`config.mk`:
```
export PLATFORM = sky130hd
export DESIGN_NAME = hamming_decoder_pipe
export DESIGN_NICKNAME = d
export VERILOG_FILES = /design/src/rtl/hamming_decoder_pipe.sv
export SDC_FILE = /design/constraint.sdc
export NUM_CORES = 1
export LEC_CHECK = 0
export ABC_AREA = 1
export BUFFER_PORTS_ARGS = -buffer_cell sky130_fd_sc_hd__buf_2
export CAP_MARGIN = 20
export CORE_MARGIN = 3
export CORE_UTILIZATION = 49
export DETAILED_ROUTE_END_ITERATION = 7
export PLACE_DENSITY = 0.75
export SYNTH_ARGS = -nofsm -noshare
export SYNTH_HDL_FRONTEND = slang
export SYNTH_SLANG_ARGS = --single-unit
```
`constraint.sdc`:
```
create_clock -name Clock -period 1.2 [get_ports Clock]
set_input_delay 0.12 -clock Clock [delete_from_list [all_inputs] [get_ports Clock]]
set_output_delay 0.12 -clock Clock [all_outputs]
set_load 0.005 [all_outputs]
```
`src/rtl/hamming_decoder_pipe.sv`:
```
// Two-stage SECDED decoder for the affine 8/4 Hamming code, with saturating
// corrected/uncorrectable counters on the output handshake.
module hamming_decoder_pipe #(
  parameter int CNT_W = 8
) (
  input  logic             Clock,
  input  logic             nReset,
  input  logic [7:0]       cw,
  input  logic             cw_valid,
  output logic             cw_ready,
  output logic [3:0]       msg,
  output logic             err_corr,
  output logic             err_uncorr,
  output logic             msg_valid,
  input  logic             msg_ready,
  input  logic             clr_counts,
  output logic [CNT_W-1:0] corr_count,
  output logic [CNT_W-1:0] uncorr_count
);

  typedef struct packed {
    logic [3:0] msg;
    logic       corr;
    logic       uncorr;
  } dec_t;

  logic       s1_valid, s2_valid;
  logic [7:0] s1_cw;
  logic [3:0] s1_syn, syn;
  logic [3:0] raw;
  dec_t       dec, s2;
  logic       adv2, out_hs;

  // The inverted parity terms make the all-zero message encode to 8'h15.
  assign syn[3] =   cw[6] ^ cw[7] ^ cw[5] ^ cw[3];
  assign syn[2] = ~(cw[4] ^ cw[5] ^ cw[3] ^ cw[1]);
  assign syn[1] = ~(cw[2] ^ cw[7] ^ cw[3] ^ cw[1]);
  assign syn[0] = ~(cw[0] ^ cw[7] ^ cw[5] ^ cw[1]);

  assign adv2     = !s2_valid || msg_ready;
  assign cw_ready = !s1_valid || !s2_valid || msg_ready;
  assign out_hs   = s2_valid && msg_ready;

  always_ff @(posedge Clock or negedge nReset) begin
    if (!nReset) begin
      s1_valid <= 1'b0;
      s1_cw    <= '0;
      s1_syn   <= '0;
    end else if (cw_ready) begin
      s1_valid <= cw_valid;
      s1_cw    <= cw;
      s1_syn   <= syn;
    end
  end

  assign raw = {s1_cw[7], s1_cw[5], s1_cw[3], s1_cw[1]};

  // Odd syndromes are single errors (weight 3 names a data bit); even nonzero
  // syndromes are double errors and pass the raw data through.
  always_comb begin
    dec.msg    = raw;
    dec.corr   = 1'b0;
    dec.uncorr = 1'b0;
    case (s1_syn)
      4'b0000: ;
      4'b1000, 4'b0100, 4'b0010, 4'b0001: dec.corr = 1'b1;
      4'b1011: begin dec.corr = 1'b1; dec.msg = raw ^ 4'b1000; end
      4'b1101: begin dec.corr = 1'b1; dec.msg = raw ^ 4'b0100; end
      4'b1110: begin dec.corr = 1'b1; dec.msg = raw ^ 4'b0010; end
      4'b0111: begin dec.corr = 1'b1; dec.msg = raw ^ 4'b0001; end
      default: dec.uncorr = 1'b1;
    endcase
  end

  always_ff @(posedge Clock or negedge nReset) begin
    if (!nReset) begin
      s2_valid <= 1'b0;
      s2       <= '0;
    end else if (adv2) begin
      s2_valid <= s1_valid;
      s2       <= dec;
    end
  end

  assign msg_valid  = s2_valid;
  assign msg        = s2.msg;
  assign err_corr   = s2.corr;
  assign err_uncorr = s2.uncorr;

  always_ff @(posedge Clock or negedge nReset) begin
    if (!nReset) begin
      corr_count   <= '0;
      uncorr_count <= '0;
    end else if (clr_counts) begin
      corr_count   <= '0;
      uncorr_count <= '0;
    end else if (out_hs) begin
      if (s2.corr && (corr_count != {CNT_W{1'b1}}))
        corr_count <= corr_count + CNT_W'(1);
      if (s2.uncorr && (uncorr_count != {CNT_W{1'b1}}))
        uncorr_count <= uncorr_count + CNT_W'(1);
    end
  end

endmodule
```
==> impl_results.md <==
- PwrDens: roughly 1200 nW/um2
- Clock root buffer: clkbuf_8
- Fin crit share: 110%
- Nets@finish: 336
- Failing checks: negative setup slack
- Switching power of the nets: a little over 0.9 mW
- Largest net degree at the start of global routing: 33
- Worst skew pair latency: approximately 0.27 ns
- Die height: 68.1 um
- Area of the multi-input gates: approximately 1000 um2
- Status: finished, violations left
- Sequential share of the synthesized area: between 40% and 50%
- Num Clock Sinks: 32
- Synth cell types: 28
- Logic pwr share: 28.0%
- Warnings from Yosys: 0
- Cell internal pwr: approximately 2.0 mW
- Sw Share: between 30 and 40%
- GRT Overall Usage: 20.8%
- RSZ-0062 raised after global routing: yes
- CP Max Fanout: 3
- Share of the synthesized area in the top cell type: a little over two fifths
- Drt wl/cell: between 10 and 15 um
- Most common cell in the netlist: nand2_1
- CTS max path bufs: 2
- Fin crit period: 1.32 ns
- Top-Level Pins: 37
- Setup CP Type: reg2reg
- Clock-pin slew of the registers on the worst-case setup and hold paths: roughly 0.070 ns
- Dpl hpwl: around 3100 um
- EDFF count, synth: 0
- Initial antenna violation count: 0
- Power share of the clock group: about 28%
- RePlAce Congestion: roughly 0.85
- Fill cells: 293
- Vias in the first global route: around 1700
- Hold Vio Cnt, Final: 0
- Clock Skews: between 0.005 and 0.006 ns
- First-pass GRT wire length: between 7000 and 8000 um
- Startpoint Class: register
- FF/Latch Area: ~800 um2
- Full die area: about 4600 um2
- Main flop type after synthesis: dfrtp_1
- Drt via density: approximately 5.0
- TritonCTS clock tree: done
- Pre-CTS WS: -0.169 ns
- CP arrival: roughly 1.5 ns
- Worst Max-Slew Pin Slew: between 0.4 and 0.5 ns
- Slew Viols, Final: 0
- Sequential share of power: 43.6%
- Die X: slightly below 70 um
- Ys async rst share: 100%
- PortBufs: 36
- Crit path capture type: register
- R2R setup slack: -0.12 ns
- Initial DRT Pass Iterations: 4
- Final WL: between 4000 and 5000 um
- Post-route DRC: 0
- Fmax: around 760 MHz
- Largest cells by area after synthesis: dfrtp_1 (42%), nand2_1 (13%), inv_1 (7.2%), nand3_1 (6.6%), nor2_1 (4.0%)
- Starting density of the core: between 50% and 60%
- Req. time, crit path: approximately 1.4 ns
- Worst hold path type: in2reg
- Grt total ovfl: 0
- Floorplan row count: 21
- Synth cell count leaders: nand2_1 (66), inv_1 (36), dfrtp_1 (32)
- Cell taking the most area after synthesis: dfrtp_1
- Post-DP Area: 2240 um2
- Syn Area/Cell: 7.49 um2
- ANT nets after route: 0
- Setup violators final: 17
- Ant. Diodes: 0
- Peak supply drop: 964 uV
- Synth Register Bits: 32
- MaxCap Viol Count: 0
- Core Area: between 3000 and 4000 um2
- Synth-to-layout area growth: 34.7%
- Post-route cell area: ~2500 um2
- Vias: 1826
- Worst hold slack: 0.0271 ns
- Cells after Synth: 252
- DRT iter0 DRCs: 103
- Slew headroom: approximately 73%
- Syn Nets: about 270
- Layout cell share with drive strength beyond 1: 35.4%
- Slack of the critical path: -0.120 ns
- Post-Syn Area: approximately 1900 um2
- CTS Buf Count: 5
- Htree depth: 2
- Static leakage: around 1.4 nW
## area by class of cell
cell class	count	share of cell area (%)
multi-input combinational	178	39.3
tap	46	2.26
sequential	32	31.5
clock buffer	8	3.54
inverter	38	5.91
timing repair buffer	66	17.5
## registers in the layout, indices dropped and copies added (netlist names)
| register | count |
|---|---|
| err_uncorr | 1 |
| s1_cw | 4 |
| s1_valid | 1 |
| msg | 4 |
| s1_syn | 4 |
| err_corr | 1 |
| msg_valid | 1 |
| corr_count | 8 |
| uncorr_count | 8 |
## cell families after synthesis
kind of cell | Yosys count | synth area share [%]
simple gates | 142 | 34.9
flops | 32 | 42.4
compound gates | 23 | 6.30
xor+xnor | 9 | 4.18
fa+ha+maj | 2 | 1.33
mux | 1 | 0.597
buf+inv | 43 | 10.3
## worst max-delay path: stages (launching register included)
cell and delay (ns):
dfrtp_1 0.36, ha_2 0.20, nand2_2 0.08, nor3_1 0.27
nand3_1 0.14, nand2_1 0.08, inv_1 0.04, nor2_1 0.09
## power groups by stage
stage	sequential, mW	clock (mW)	combinational, mW
4_1_cts	1.27	0.852	0.740
2_1_floorplan	1.30	0	0.400
5_1_grt	1.30	0.907	0.925
6_report	1.28	0.833	0.820
3_3_place_gp	1.28	0	0.679
3_5_place_dp	1.29	0	0.695
## per-layer routing
metal  up-vias  track usage (%)  wire (um)
met1       852             28.2       2060
li1        936                -          -
met5         -                0          0
met2        36             32.6       2280
met3         2             5.42        188
met4         0             6.20         24
## final timing paths
kind                                        startpoint                     endpoint  depth (start not counted)
min in group asynchronous                       nReset           msg[0]$_DFFE_PN0P_                          3
min                                           cw_valid         s1_valid$_DFFE_PN0P_                          3
max                        uncorr_count[0]$_DFFE_PN0P_  uncorr_count[6]$_DFFE_PN0P_                          7
max reg2reg                uncorr_count[0]$_DFFE_PN0P_  uncorr_count[6]$_DFFE_PN0P_                          7
max in group asynchronous                       nReset        s1_syn[0]$_DFFE_PN0P_                          3
min reg2reg                         msg[2]$_DFFE_PN0P_           msg[2]$_DFFE_PN0P_                          2
## cell usage in the layout, fill, tap and decap left out, types with 3 or more instances in the layout
| cell type | instances |
|---|---|
| o21ai_0 | 7 |
| nor2_2 | 6 |
| nand4_1 | 7 |
| inv_1 | 34 |
| nor2_1 | 18 |
| a21oi_1 | 3 |
| nand3_1 | 23 |
| nand2b_1 | 4 |
| clkbuf_8 | 6 |
| o21ai_1 | 7 |
| xnor2_1 | 7 |
| buf_6 | 5 |
| nand2_1 | 59 |
| nand2_4 | 4 |
| nand2_2 | 10 |
| buf_4 | 25 |
| buf_2 | 34 |
| nor2_4 | 3 |
| dfrtp_1 | 31 |
## through the flow
step	util, %	TNS, ns	cells	power, mW
after detailed placement	63.5	-1.05	349	1.98
after global routing	72.2	-2.89	368	3.13
after CTS	68.9	-0.664	365	2.86
final	72.2	-1.15	368	2.93
after floorplan	-	-0.353	252	1.70
after global placement	63.5	-0.396	349	1.96
## repair_timing
action,CTS,global route
pin swaps,9,15
hold buffers,1,0
hold endpoints to repair,32,0
gates cloned,1,0
endpoints found under the setup margin,18,26
setup buffers,6,3
gates resized for setup,11,27
(Power assumes the default switching activity.)
